$ cat src/rtl/rs232_rx_oversampler_if.sv
// Bundles the serial line, error clear and received-byte outputs of rs232_rx_oversampler.
// The master side drives the line; the slave side is the receiver.
interface rs232_rx_oversampler_if;
    logic       Rxd;
    logic       ClearError;
    logic [7:0] DataOut1;
    logic [7:0] DataOut2;
    logic       RxValid;
    logic       Busy;
    logic       FrameError;
    logic       ParityError;

    modport master (
        output Rxd, ClearError,
        input  DataOut1, DataOut2, RxValid, Busy, FrameError, ParityError
    );

    modport slave (
        input  Rxd, ClearError,
        output DataOut1, DataOut2, RxValid, Busy, FrameError, ParityError
    );
endinterface

$ cat src/rtl/rs232_rx_oversampler.sv
// 16x-oversampled 8N1 RS232 receiver keeping the last two bytes, with sticky error flags.
// Define RS232_RX_PARITY_EN to insert an even-parity bit between data and stop.
module rs232_rx_oversampler #(
    parameter int CLK_DIV     = 326,
    parameter int SYNC_STAGES = 2
) (
    input logic                   SystemClock,
    input logic                   Reset,
    rs232_rx_oversampler_if.slave rxBus
);

`ifdef RS232_RX_PARITY_EN
    typedef enum logic [2:0] {IDLE, START, DATA, PARITY, STOP, BREAK} rxState_t;
`else
    typedef enum logic [2:0] {IDLE, START, DATA, STOP, BREAK} rxState_t;
`endif

    localparam logic [9:0] DivLast = 10'(CLK_DIV - 1);

    rxState_t               state, stateNext;
    logic [SYNC_STAGES-1:0] syncReg;
    logic                   rxs;
    logic [9:0]             divCount;
    logic                   tick;
    logic [3:0]             scnt, scntNext;
    logic [2:0]             bitCnt, bitCntNext;
    logic [7:0]             shiftReg, shiftNext;
    logic [7:0]             dataOut1, dataOut2;
    logic                   rxValid;
    logic                   frameError;
    logic                   acceptByte;
    logic                   setFrame;
`ifdef RS232_RX_PARITY_EN
    logic                   parityBad, parityBadNext;
    logic                   parityError;
    logic                   setParity;
`endif

    assign rxs  = syncReg[SYNC_STAGES-1];
    assign tick = (divCount == DivLast);

    // Next-state logic; everything advances only on sample ticks.
    always_comb begin
        stateNext  = state;
        scntNext   = scnt;
        bitCntNext = bitCnt;
        shiftNext  = shiftReg;
        acceptByte = 1'b0;
        setFrame   = 1'b0;
`ifdef RS232_RX_PARITY_EN
        parityBadNext = parityBad;
        setParity     = 1'b0;
`endif
        if (tick) begin
            case (state)
                IDLE: begin
                    if (!rxs) begin
                        stateNext = START;
                        scntNext  = 4'd0;
                    end
                end
                START: begin
                    if (scnt == 4'd7) begin
                        scntNext   = 4'd0;
                        bitCntNext = 3'd0;
                        stateNext  = rxs ? IDLE : DATA;
                    end else begin
                        scntNext = scnt + 4'd1;
                    end
                end
                DATA: begin
                    scntNext = scnt + 4'd1;
                    if (scnt == 4'd15) begin
                        shiftNext  = {rxs, shiftReg[7:1]};
                        bitCntNext = bitCnt + 3'd1;
                        if (bitCnt == 3'd7) begin
`ifdef RS232_RX_PARITY_EN
                            stateNext = PARITY;
`else
                            stateNext = STOP;
`endif
                        end
                    end
                end
`ifdef RS232_RX_PARITY_EN
                PARITY: begin
                    scntNext = scnt + 4'd1;
                    if (scnt == 4'd15) begin
                        parityBadNext = (^shiftReg) ^ rxs;
                        setParity     = parityBadNext;
                        stateNext     = STOP;
                    end
                end
`endif
                STOP: begin
                    scntNext = scnt + 4'd1;
                    if (scnt == 4'd15) begin
                        if (rxs) begin
`ifdef RS232_RX_PARITY_EN
                            acceptByte = !parityBad;
`else
                            acceptByte = 1'b1;
`endif
                            stateNext  = IDLE;
                        end else begin
                            setFrame  = 1'b1;
                            stateNext = BREAK;
                        end
                    end
                end
                BREAK: begin
                    if (rxs) stateNext = IDLE;
                end
                default: stateNext = IDLE;
            endcase
        end
    end

    // Registers: synchroniser, free-running divider, FSM, byte history and sticky flags.
    always_ff @(posedge SystemClock) begin
        if (Reset) begin
            syncReg    <= '1;
            divCount   <= '0;
            state      <= IDLE;
            scnt       <= '0;
            bitCnt     <= '0;
            shiftReg   <= '0;
            dataOut1   <= '0;
            dataOut2   <= '0;
            rxValid    <= 1'b0;
            frameError <= 1'b0;
`ifdef RS232_RX_PARITY_EN
            parityBad   <= 1'b0;
            parityError <= 1'b0;
`endif
        end else begin
            syncReg    <= {syncReg[SYNC_STAGES-2:0], rxBus.Rxd};
            divCount   <= tick ? 10'd0 : divCount + 10'd1;
            state      <= stateNext;
            scnt       <= scntNext;
            bitCnt     <= bitCntNext;
            shiftReg   <= shiftNext;
            rxValid    <= acceptByte;
            frameError <= setFrame | (frameError & ~rxBus.ClearError);
            if (acceptByte) begin
                dataOut2 <= dataOut1;
                dataOut1 <= shiftReg;
            end
`ifdef RS232_RX_PARITY_EN
            parityBad   <= parityBadNext;
            parityError <= setParity | (parityError & ~rxBus.ClearError);
`endif
        end
    end

    assign rxBus.DataOut1   = dataOut1;
    assign rxBus.DataOut2   = dataOut2;
    assign rxBus.RxValid    = rxValid;
    assign rxBus.Busy       = (state != IDLE);
    assign rxBus.FrameError = frameError;
`ifdef RS232_RX_PARITY_EN
    assign rxBus.ParityError = parityError;
`else
    assign rxBus.ParityError = 1'b0;
`endif

endmodule
$ cat src/flat_wrapper.sv
// flat-port wrapper written by rule: the top's interface ports become plain ports
module rs232_rx_oversampler_flat 
#(
    parameter int CLK_DIV     = 326,
    parameter int SYNC_STAGES = 2
)
  (SystemClock, Reset, rxBus_Rxd, rxBus_ClearError, rxBus_DataOut1, rxBus_DataOut2, rxBus_RxValid, rxBus_Busy, rxBus_FrameError, rxBus_ParityError);
  rs232_rx_oversampler_if rxBus_i ();
  input logic SystemClock;
  input logic Reset;
  input wire logic [$bits(rxBus_i.Rxd)-1:0] rxBus_Rxd;
  input wire logic [$bits(rxBus_i.ClearError)-1:0] rxBus_ClearError;
  output wire logic [$bits(rxBus_i.DataOut1)-1:0] rxBus_DataOut1;
  output wire logic [$bits(rxBus_i.DataOut2)-1:0] rxBus_DataOut2;
  output wire logic [$bits(rxBus_i.RxValid)-1:0] rxBus_RxValid;
  output wire logic [$bits(rxBus_i.Busy)-1:0] rxBus_Busy;
  output wire logic [$bits(rxBus_i.FrameError)-1:0] rxBus_FrameError;
  output wire logic [$bits(rxBus_i.ParityError)-1:0] rxBus_ParityError;
  assign rxBus_i.Rxd = rxBus_Rxd;
  assign rxBus_i.ClearError = rxBus_ClearError;
  assign rxBus_DataOut1 = rxBus_i.DataOut1;
  assign rxBus_DataOut2 = rxBus_i.DataOut2;
  assign rxBus_RxValid = rxBus_i.RxValid;
  assign rxBus_Busy = rxBus_i.Busy;
  assign rxBus_FrameError = rxBus_i.FrameError;
  assign rxBus_ParityError = rxBus_i.ParityError;
  rs232_rx_oversampler #(.CLK_DIV(CLK_DIV), .SYNC_STAGES(SYNC_STAGES)) u_core (.SystemClock(SystemClock), .Reset(Reset), .rxBus(rxBus_i));
endmodule
$ cat config.mk
export PLATFORM = sky130hd
export DESIGN_NAME = rs232_rx_oversampler_flat
export DESIGN_NICKNAME = d
export VERILOG_FILES = /design/src/rtl/rs232_rx_oversampler_if.sv /design/src/rtl/rs232_rx_oversampler.sv /design/src/flat_wrapper.sv
export SDC_FILE = /design/constraint.sdc
export NUM_CORES = 1
export LEC_CHECK = 0
export CORE_ASPECT_RATIO = 0.8
export CORE_MARGIN = 10
export CORE_UTILIZATION = 40
export DETAILED_ROUTE_END_ITERATION = 12
export PLACE_DENSITY = 0.63
export SLEW_MARGIN = 40
export SYNTH_ARGS = -nofsm -noshare
export SYNTH_HDL_FRONTEND = slang
export SYNTH_SLANG_ARGS = --single-unit
$ cat constraint.sdc
create_clock -name SystemClock -period 2.4 [get_ports SystemClock]
set_input_delay 0.48 -clock SystemClock [delete_from_list [all_inputs] [get_ports SystemClock]]
set_output_delay 0.48 -clock SystemClock [all_outputs]
set_load 0.1 [all_outputs]
* Yosys cells after proc, flatten, opt, wreduce, memory -nomap -nowiden
Cells that the tools add are included.
Word-level totals: register bits after elaboration 48, output and inout bits 20, input bits 4, logic and storage cells 63
Cells by class: reductions and logical operators 10, bitwise logic cells 3, eq/ne operators 14, multiplexer cells 23, add/subtract/negate cells 3
Operators by type and width (number):
- 2-to-1 mux 3 bit | 9
- one-hot mux 3 bit (5 select lines) | 1
- one-hot mux 4 bit (3 select lines) | 1
- adder 10 x 1 -> 10 bit (second input constant) | 1
- equality test 10 x 9 -> 1 bit (second input constant) | 1
- inequality test 2 x 1 -> 1 bit (second input constant) | 5
- 2-to-1 mux 1 bit | 8
- 2-to-1 mux 4 bit | 2
- AND reduction 7 bit | 1
- equality test 3 x 2 -> 1 bit (second input constant) | 2
- equality test 3 bit (second input constant) | 2
- one-hot mux 3 bit (2 select lines) | 1
- AND reduction 3 bit | 2
- nonzero test 3 bit | 2
- adder 4 x 1 -> 4 bit (second input constant) | 1
- equality test 4 x 3 -> 1 bit (second input constant) | 1
- equality test 4 bit (second input constant) | 1
- AND reduction 4 bit | 1
- OR reduction 2 bit | 2
- adder 3 x 1 -> 3 bit (second input constant) | 1
- equality test 3 x 1 -> 1 bit (second input constant) | 1
- logical NOT 3 bit | 1
- 2-to-1 mux 2 bit | 1
- inequality test 2 bit (second input constant) | 1
- other kinds (4) | 4

* Depth between registers and ports, before layout
Gate-level depths: netlist of run 1.
depth in word-level cells 5, gate-level depth with buffers 8, gate-level depth less buffers 6

* Worst setup path before layout of run 1
OpenSTA, ideal clock, no wires.
kind reg-to-output, start register u_core.state[2], end output rxBus_Busy, setup slack 531 ps, data arrival time 1389 ps, path buffers 1, required time 1920 ps, stages on the path, launching flop included 3, cell sequence dfxtp_1 -> clkbuf_1 -> or3_1
On the way: word-level cells in the longest chain between the ends 1
RTL lines:
- start, declared | line rs232_rx_oversampler.sv:20 | rxState_t state, stateNext;
- start signal, assigned | line rs232_rx_oversampler.sv:139 | state <= stateNext;
- nonzero test 3 bit | line rs232_rx_oversampler.sv:159 | assign rxBus.Busy = (state != IDLE);
- end, declared | line flat_wrapper.sv:16 | output wire logic [$bits(rxBus_i.Busy)-1:0] rxBus_Busy;
No other way between the ends.

* Final worst setup path of run 1
start register u_core.divCount[0], end register u_core.dataOut1[6] (netlist: u_core.rxBus.DataOut1[6])
On the way: word-level cells in the longest chain between the ends 2
RTL lines:
- start, declared | line rs232_rx_oversampler.sv:23 | logic [9:0] divCount;
- start signal, assigned | line rs232_rx_oversampler.sv:138 | divCount <= tick ? 10'd0 : divCount + 10'd1;
- equality test 10 x 9 -> 1 bit | line rs232_rx_oversampler.sv:40 | assign tick = (divCount == DivLast);
- 2-to-1 mux 1 bit | line rs232_rx_oversampler.sv:54 | if (tick) begin
- end signal, assigned | line rs232_rx_oversampler.sv:147 | dataOut1 <= shiftReg;
- end, declared | line rs232_rx_oversampler.sv:28 | logic [7:0] dataOut1, dataOut2;
No other way between the ends. A chain may end at the register's enable or synchronous reset.

==> results of run 1 <==
worst paths after layout:
kind                                 startpoint                                    end  slack [ns]  cells after the start
setup reg to reg  u_core.divCount[0]$_SDFF_PP0_  u_core.rxBus.DataOut1[6]$_SDFFE_PP0P_        0.28                      5
setup / recovery  u_core.divCount[0]$_SDFF_PP0_  u_core.rxBus.DataOut1[6]$_SDFFE_PP0P_        0.28                      5
hold reg to reg    u_core.syncReg[0]$_SDFF_PP1_           u_core.syncReg[1]$_SDFF_PP1_        0.41                      1
hold / removal     u_core.syncReg[0]$_SDFF_PP1_           u_core.syncReg[1]$_SDFF_PP1_        0.41                      1
cell usage after synthesis, types with 4 or more instances:
master     n
dfxtp_1   48
nand2b_1  28
mux2i_1   25
nor2_1    21
nand2_1   12
xnor2_1    8
clkbuf_1   7
nand3_1    7
a21oi_1    6
ha_1       5
nor2b_1    5
or3_1      5
or2_2      4
metal layers:
layer / track usage [%] / routed length (um) / up-vias
met2: 14.54 / 1755 / 23
met1: 14.10 / 2213 / 702
met3: 3.182 / 196 / 2
met5: 0 / 0 / -
met4: 2.648 / 10 / 0
li1: - / - / 830
state kept, by name (all words and copies together) (netlist names):
signal / count
u_core.state: 3
u_core.bitCnt: 3
u_core.rxBus.FrameError: 1
u_core.syncReg: 2
u_core.divCount: 10
u_core.shiftReg: 8
u_core.rxBus.DataOut2: 8
u_core.rxBus.DataOut1: 8
u_core.scnt: 4
u_core.rxBus.RxValid: 1
worst max-delay path, cell delays in order, from the launching register on:
cell and delay, ns:
dfxtp_1 0.40, ha_1 0.16, nor2b_1 0.32, nand4_4 0.23, or3_1 0.68, mux2i_1 0.20
kinds of logic after synthesis:
family          after synthesis  synth area share (%)
simple gates                104                 28.56
buf+inv                      15                 3.204
compound gates               19                 6.408
xor+xnor                     10                 3.935
mux                          26                 11.75
other cells                   1                0.1685
fa+ha+maj                     5                 2.811
flops                        48                 43.17
metrics by stage:
| step | util (%) | instance area [um^2] | cells |
|---|---|---|---|
| floorplan | - | 2226 | 228 |
| global placement | 45.42 | 2469 | 317 |
| finish | 47.54 | 2584 | 325 |
| global route | 47.54 | 2584 | 325 |
| detailed placement | 45.42 | 2469 | 317 |
| CTS | 47.54 | 2584 | 325 |
cell type report:
cell class	instances	area, um^2
multi-input cells	165	1194
well taps	78	97.59
flip-flops and latches	48	960.9
clock buffers	5	68.82
fillers	522	2851
clock inverters	3	46.29
repair buffers	23	205.2
inverters	3	11.26
power breakdown:
part	total (mW)	switching, mW	internal [mW]
Clock	0.598	0.284	0.314
Combinational	0.133	0.0784	0.0542
Sequential	0.819	0.0151	0.804
Total	1.55	0.377	1.17
==> run_results.csv, run 1 <==
group,metric,value,unit
run_status,status,"completed",
route,viasPerCell,4.791,
yosys,yosys_warnings,0,
yosys,synth_edf_count,0,
cts,cts_setup_buffers,0,
cts,cts_resized,0,
route,wl,4175,um
critical_path,cp_max_fo,10,
sta,rsz0062_at_grt,"false",
critical_path,required,2.57,ns
power_and_ir_drop,p_leak,1.025,nW
critical_path,worstSetupEndpointType,"flip-flop",
placement,hpwl,2973,um
sta,setup_slack,0.2766,ns
floorplanning,ios,24,
floorplanning,chipWidth,103.4,um
sta,final_max_slew_viol_count,0,
cts,clock_path_buffers,2,
placement,pre_cts_slack,0.2853,ns
placement,gp_congestion,0.8229,
sta,min_period_over_period,88.48,%
route,wl_per_cell,12.85,um
global_routing,grt_antenna_before_repair,0,
sta,tns,0,ns
global_routing,grt-ovfl-total,0,
cts,cts_tree,"built",
cts,hold_buffers,0,
floorplanning,die_h,86.72,um
layout,mostFrequentLayoutCells,"dfxtp_1 (48), nand2b_1 (28), mux2i_1 (25)",
sta,tightest_slew,0.5856,ns
floorplanning,fp.coreArea,0.005435,mm^2
yosys,synthesis.nets,237,
sta,hold_violations,0,
sta,skew,0.01154,ns
power_and_ir_drop,ir_drop,0.3735,mV
cts,clk_pin_slew,0.09,ns
cts,cts_inserted_buffers,5,
cts,htree_levels,2,
power_and_ir_drop,powerDensity,599.9,mW/mm^2
route,antenna_left,0,
global_routing,track_usage,10.11,%
floorplanning,rows,24,
power_and_ir_drop,power,1.550,mW
critical_path,arrival,2.29,ns
layout,insertedDiodeCount,0,
floorplanning,start_util,40.95,%
yosys,synth.cell_area,0.002226,mm^2
layout,synthToLayoutAreaGrowth,16.08,%
cts,clock-sinks,48,
route,drt-pass1-iter-count,4,
min_path,min_path_type,"flip-flop to flip-flop",
yosys,synth_area_per_cell,9.763,um^2
cts,clk_latency,0.30,ns
yosys,syn-instance-count,228,
yosys,synth_seq_area_share,43.17,%
placement,portBuffers,22,
sta,fin_crit,2.123,ns
route,drt_iter0_markers,45,
layout,drive_gt1_share,16.19,%
yosys,synthDistinctLibCells,48,
layout,fin_nets,255,
sta,setup_viol,0,
sta,fmax,470.9,MHz
route,drcViolationCount,0,
critical_path,critPathKind,"flip-flop to flip-flop",
yosys,synthTopCellsByArea,"dfxtp_1 (43%), mux2i_1 (11%), nand2b_1 (7.9%), nor2_1 (3.5%), xnor2_1 (3.1%)",
floorplanning,dieArea,0.008967,mm^2
yosys,yosysTopAreaCell,"dfxtp_1",
sta,holdWs,0.4133,ns
sta,max_slew_margin,60.96,%
flow_run,cap_viol_max_count,0,
global_routing,grt_pass1_vias,1542,
global_routing,grt_max_degree,45,
route,vias,1557,
layout,layout_commonest_cell,"dfxtp_1",
yosys,synth.top_cell.area_share,43.17,%
critical_path,start_kind,"flip-flop",
yosys,synth-seq-cells,48,
global_routing,grt_pass1_wl,7383,um
yosys,synth_ff_type,"dfxtp_1",
cts,cts_root_buffer,"clkbuf_8",
yosys,async_flop_share,0,%
(Power assumes the default switching activity.)
==> inputs of run 2 (changes only) <==
--- a/config.mk
+++ b/config.mk
@@ -5,11 +5,13 @@
 export SDC_FILE = /design/constraint.sdc
 export NUM_CORES = 1
 export LEC_CHECK = 0
+export CELL_PAD_IN_SITES_DETAIL_PLACEMENT = 1
+export CELL_PAD_IN_SITES_GLOBAL_PLACEMENT = 1
 export CORE_ASPECT_RATIO = 0.8
 export CORE_MARGIN = 10
 export CORE_UTILIZATION = 40
 export DETAILED_ROUTE_END_ITERATION = 12
-export PLACE_DENSITY = 0.63
+export PLACE_DENSITY = 0.77
 export SLEW_MARGIN = 40
 export SYNTH_ARGS = -nofsm -noshare
 export SYNTH_HDL_FRONTEND = slang
==> run_results.csv, run 2 (synthesized netlist as in run 1, its figures left out) <==
group,metric,value,unit
run_status,status,"completed",
floorplanning,dieArea,0.008967,mm^2
power_and_ir_drop,power,1.449,mW
cts,clk_pin_slew,0.09,ns
cts,clock_path_buffers,2,
layout,regMostFlops,"u_core.divCount",
sta,min_period_over_period,90.50,%
global_routing,grt_max_degree,45,
critical_path,timing.rr.end,"u_core.rxBus.DataOut2[3]$_SDFFE_PP0P_",
critical_path,slowest_stage,"or3_1",
placement,place_inst,317,
floorplanning,die_h,86.72,um
floorplanning,ios,24,
layout,synthToLayoutAreaGrowth,14.56,%
floorplanning,fp.coreArea,0.005435,mm^2
cts,hold_buffers,0,
flow_run,cap_viol_max_count,0,
sta,max_slew_margin,62.41,%
floorplanning,start_util,40.95,%
critical_path,rr_worst_depth,5,
min_path,timing.hold.worst.start,"u_core.syncReg[0]$_SDFF_PP1_",
layout,layout_commonest_cell,"dfxtp_1",
power_and_ir_drop,p_leak,1.012,nW
critical_path,path_cells,"ha_1, nor2b_1, nand4_4, or3_1, mux2i_1",
route,viasPerCell,5.000,
layout,drive_gt1_share,15.79,%
cts,cts_setup_buffers,0,
cts,cts_tree,"built",
route,antenna_left,0,
route,wl,4717,um
critical_path,worstSetupEndpointType,"flip-flop",
placement,post_dp_cell_area,0.002456,mm^2
power_and_ir_drop,powerDensity,568.2,mW/mm^2
placement,portBuffers,22,
global_routing,track_usage,11.07,%
sta,rsz0062_at_grt,"false",
global_routing,grt_pass1_vias,1653,
critical_path,cp_max_fo,10,
sta,fmax,460.4,MHz
layout,final_area,0.002550,mm^2
placement,gp_congestion,0.7738,
critical_path,arrival,2.34,ns
critical_path,r2r_slack,0.23,ns
sta,setup_viol,0,
global_routing,grt-ovfl-total,0,
critical_path,required,2.56,ns
sta,hold_violations,0,
layout,largest_reg_flops,10,
route,vias,1625,
cts,cts_root_buffer,"clkbuf_8",
floorplanning,rows,24,
critical_path,start_kind,"flip-flop",
cts,clk_latency,0.30,ns
power_and_ir_drop,ir_drop,0.3630,mV
critical_path,max_stage_delay,0.67,ns
route,drt-pass1-iter-count,4,
cts,cts_inserted_buffers,5,
sta,tightest_slew,0.5639,ns
global_routing,grt_pass1_wl,8004,um
layout,insertedDiodeCount,0,
sta,skew,0.005515,ns
placement,pre_cts_slack,0.2427,ns
route,wl_per_cell,14.51,um
layout,finalNonFillerCells,325,
cts,clock-sinks,48,
sta,tns,0,ns
global_routing,grt_antenna_before_repair,0,
cts,cts_resized,0,
min_path,min_delay_worst_endpoint,"u_core.syncReg[1]$_SDFF_PP1_",
route,drcViolationCount,0,
min_path,hold_depth,1,
sta,fin_crit,2.172,ns
critical_path,cpLargestDelayFamily,"simple AND/OR/NAND/NOR gates",
critical_path,path_buf_inv,0,
critical_path,regToRegStartpoint,"u_core.divCount[0]$_SDFF_PP0_",
route,drt_iter0_markers,65,
critical_path,critPathKind,"flip-flop to flip-flop",
layout,mostFrequentLayoutCells,"dfxtp_1 (48), nand2b_1 (28), mux2i_1 (25)",
floorplanning,chipWidth,103.4,um
layout,fill_cells,626,
sta,final_max_slew_viol_count,0,
min_path,min_path_type,"flip-flop to flip-flop",
placement,hpwl,3401,um
cts,htree_levels,2,
sta,setup_slack,0.2279,ns
layout,fin_nets,255,
-- run 2: area by class of cell --
class | instances | area, um^2 | share of cell area (%)
Multi-Input combinational cell | 165 | 1194 | 46.81
Clock inverter | 1 | 7.507 | 0.2944
Tap cell | 78 | 97.59 | 3.827
Inverter | 3 | 11.26 | 0.4416
Sequential cell | 48 | 960.9 | 37.68
Clock buffer | 7 | 86.33 | 3.386
Timing Repair Buffer | 23 | 192.7 | 7.556
-- run 2: where the power goes --
part	switching [mW]	internal [mW]	total (mW)
sequential	0.0168	0.804	0.821
clock	0.265	0.234	0.499
combinational	0.0809	0.0478	0.129
-- run 2: metrics by stage --
stage               util [%]  hold slack [ns]
finish                 46.92           0.4229
global placement       45.19           0.3932
detailed placement     45.19           0.4090
global route           46.92           0.4395
CTS                    46.92           0.4299
floorplan                  -           0.3895
-- run 2: worst max path at each step --
stage | cells past startpoint | from | endpoint | slack [ns]
after floorplan | 2 | u_core.state[2]$_SDFFE_PP0P_ | rxBus_Busy | 0.53
after global placement | 5 | u_core.divCount[0]$_SDFF_PP0_ | u_core.rxBus.DataOut2[0]$_SDFFE_PP0P_ | 0.33
after detailed placement | 5 | u_core.divCount[0]$_SDFF_PP0_ | u_core.rxBus.DataOut2[3]$_SDFFE_PP0P_ | 0.24
after CTS | 5 | u_core.divCount[0]$_SDFF_PP0_ | u_core.rxBus.DataOut2[3]$_SDFFE_PP0P_ | 0.20
after global routing | 5 | u_core.divCount[0]$_SDFF_PP0_ | u_core.rxBus.DataOut1[7]$_SDFFE_PP0P_ | 0.05
final | 5 | u_core.divCount[0]$_SDFF_PP0_ | u_core.rxBus.DataOut2[3]$_SDFFE_PP0P_ | 0.23
-- run 2: per-layer routing --
metal  track usage (%)  vias to the layer above  routed length (um)
met3             3.421                        2                 189
met5                 0                        -                   0
li1                  -                      826                   -
met4             2.900                        0                  23
met2             17.01                       18                2104
met1             14.60                      779                2398
==> inputs of run 3 (changes only) <==
--- a/config.mk
+++ b/config.mk
@@ -7,7 +7,6 @@
 export LEC_CHECK = 0
 export CELL_PAD_IN_SITES_DETAIL_PLACEMENT = 1
 export CELL_PAD_IN_SITES_GLOBAL_PLACEMENT = 1
-export CORE_ASPECT_RATIO = 0.8
 export CORE_MARGIN = 10
 export CORE_UTILIZATION = 40
 export DETAILED_ROUTE_END_ITERATION = 12
==> constraint.sdc (replaced) <==
create_clock -name SystemClock -period 2.71 [get_ports SystemClock]
set_input_delay 0.542 -clock SystemClock [delete_from_list [all_inputs] [get_ports SystemClock]]
set_output_delay 0.542 -clock SystemClock [all_outputs]
set_load 0.1 [all_outputs]
==> run_results.csv, run 3 (synthesized netlist as in run 1, its figures left out) <==
group,metric,value,unit
sta,final_max_slew_viol_count,0,
critical_path,slowest_stage,"or3_1",
placement,portBuffers,22,
critical_path,start_kind,"flip-flop",
layout,drive_gt1_share,16.19,%
placement,pre_cts_slack,0.5795,ns
cts,clk_latency,0.30,ns
sta,max_slew_margin,57.65,%
critical_path,setup.worst_path.start,"u_core.divCount[0]$_SDFF_PP0_",
cts,clock_path_buffers,2,
global_routing,grt_pass1_wl,7769,um
power_and_ir_drop,p_int,0.9321,mW
critical_path,regToRegStartpoint,"u_core.divCount[0]$_SDFF_PP0_",
placement,gp_congestion,0.7698,
global_routing,grt_antenna_before_repair,0,
critical_path,cpLargestDelayFamily,"simple AND/OR/NAND/NOR gates",
layout,mostFrequentLayoutCells,"dfxtp_1 (48), nand2b_1 (28), mux2i_1 (25)",
layout,finalNonFillerCells,319,
route,viasPerCell,5.103,
layout,regMostFlops,"u_core.divCount",
cts,hold_buffers,0,
critical_path,required,2.87,ns
sta,setup_viol,0,
power_and_ir_drop,powerDensity,497.1,mW/mm^2
cts,cts_setup_buffers,0,
cts,htree_levels,2,
floorplanning,dieArea,0.008948,mm^2
cts,cts_inserted_buffers,5,
route,vias,1628,
min_path,timing.hold.worst.start,"u_core.syncReg[0]$_SDFF_PP1_",
critical_path,rr_worst_depth,5,
power_and_ir_drop,p_leak,1.010,nW
power_and_ir_drop,clockPowerShare,33.4,%
floorplanning,ios,24,
critical_path,arrival,2.31,ns
route,wl_per_cell,14.16,um
cts,cts_tree,"built",
floorplanning,die_h,94.60,um
sta,fin_crit,2.154,ns
sta,skew,0.005079,ns
critical_path,cp-endpoint,"u_core.rxBus.DataOut1[7]$_SDFFE_PP0P_",
route,wl,4516,um
global_routing,grt_pass1_vias,1617,
cts,clock-sinks,48,
layout,largest_reg_flops,10,
route,drt_iter0_markers,60,
route,antenna_left,0,
critical_path,r2r_slack,0.56,ns
global_routing,track_usage,10.67,%
floorplanning,start_util,40.92,%
min_path,min_path_type,"flip-flop to flip-flop",
sta,hold_violations,0,
floorplanning,rows,27,
global_routing,grt_max_degree,45,
sta,fmax,464.3,MHz
placement,place_inst,311,
power_and_ir_drop,switchingPower,0.3224,mW
critical_path,critPathKind,"flip-flop to flip-flop",
sta,tns,0,ns
run_status,status,"completed",
critical_path,timing.rr.end,"u_core.rxBus.DataOut1[7]$_SDFFE_PP0P_",
sta,min_period_over_period,79.47,%
critical_path,cp_max_fo,10,
critical_path,path_buf_inv,0,
critical_path,path_cells,"ha_1, nor2b_1, nand4_4, or3_1, mux2i_1",
global_routing,grt-ovfl-total,0,
cts,cts_resized,0,
flow_run,cap_viol_max_count,0,
sta,setup_slack,0.5563,ns
cts,cts_root_buffer,"clkbuf_8",
placement,hpwl,3228,um
layout,synthToLayoutAreaGrowth,13.38,%
route,drcViolationCount,0,
layout,layout_commonest_cell,"dfxtp_1",
power_and_ir_drop,sw_frac_of_total,25.70,%
floorplanning,chipWidth,94.60,um
layout,final_core_util,46.40,%
floorplanning,fp.coreArea,0.005439,mm^2
route,drt-pass1-iter-count,4,
layout,fill_cells,648,
critical_path,critical_path_depth,5,
power_and_ir_drop,seq_power_share,57.9,%
sta,tightest_slew,0.6352,ns
critical_path,max_stage_delay,0.70,ns
layout,insertedDiodeCount,0,
critical_path,worstSetupEndpointType,"flip-flop",
layout,fin_nets,255,
cts,clk_pin_slew,0.09,ns
power_and_ir_drop,comb_power_share,8.7,%
power_and_ir_drop,ir_drop,0.3054,mV
sta,rsz0062_at_grt,"false",
-- run 3: changes by cell type in the layout (fill, tap and decap cells not counted), sizes merged --
cell / previous run / this run
clkinv: 0 / 3
clkbuf: 7 / 5
clkinvlp: 1 / 0
-- run 3: worst min path at each step --
stage | to | slack, ns | cells after the start
final | u_core.syncReg[1]$_SDFF_PP1_ | 0.42 | 1
after global routing | u_core.syncReg[1]$_SDFF_PP1_ | 0.43 | 1
after CTS | u_core.syncReg[1]$_SDFF_PP1_ | 0.42 | 1
after detailed placement | u_core.syncReg[1]$_SDFF_PP1_ | 0.40 | 1
after global placement | u_core.syncReg[1]$_SDFF_PP1_ | 0.39 | 1
after floorplan | u_core.syncReg[1]$_SDFF_PP1_ | 0.39 | 1
-- run 3: routing by layer --
metal | share of wire (%) | vias up | GRT usage [%]
li1 | - | 819 | -
met1 | 48 | 780 | 12.99
met2 | 46 | 24 | 16.82
met3 | 5.1 | 5 | 3.648
met4 | 1.2 | 0 | 4.489
met5 | 0 | - | 0
-- run 3: metrics by stage --
step | instance area, um^2 | power [mW] | hold WS (ns)
after floorplan | 2226 | 0.8289 | 0.3895
after global placement | 2436 | 0.8512 | 0.3934
after detailed placement | 2436 | 0.8524 | 0.3984
after CTS | 2524 | 1.274 | 0.4190
after global routing | 2524 | 1.312 | 0.4347
final | 2524 | 1.255 | 0.4157
-- run 3: power groups by stage --
stage	clock network (mW)	registers [mW]	logic, mW
floorplan	0	0.735	0.0942
global placement	0	0.743	0.109
detailed placement	0	0.743	0.109
CTS	0.437	0.727	0.110
global route	0.463	0.729	0.120
finish	0.419	0.727	0.109
-- run 3: cell type report --
| cell class | count | area, um^2 | share of cell area, % |
|---|---|---|---|
| clock buffers | 5 | 68.82 | 2.727 |
| multi-input cells | 165 | 1194 | 47.30 |
| clock inverters | 3 | 18.77 | 0.7437 |
| repair buffers | 23 | 180.2 | 7.139 |
| flip-flops and latches | 48 | 960.9 | 38.08 |
| well taps | 72 | 90.09 | 3.570 |
| inverters | 3 | 11.26 | 0.4462 |
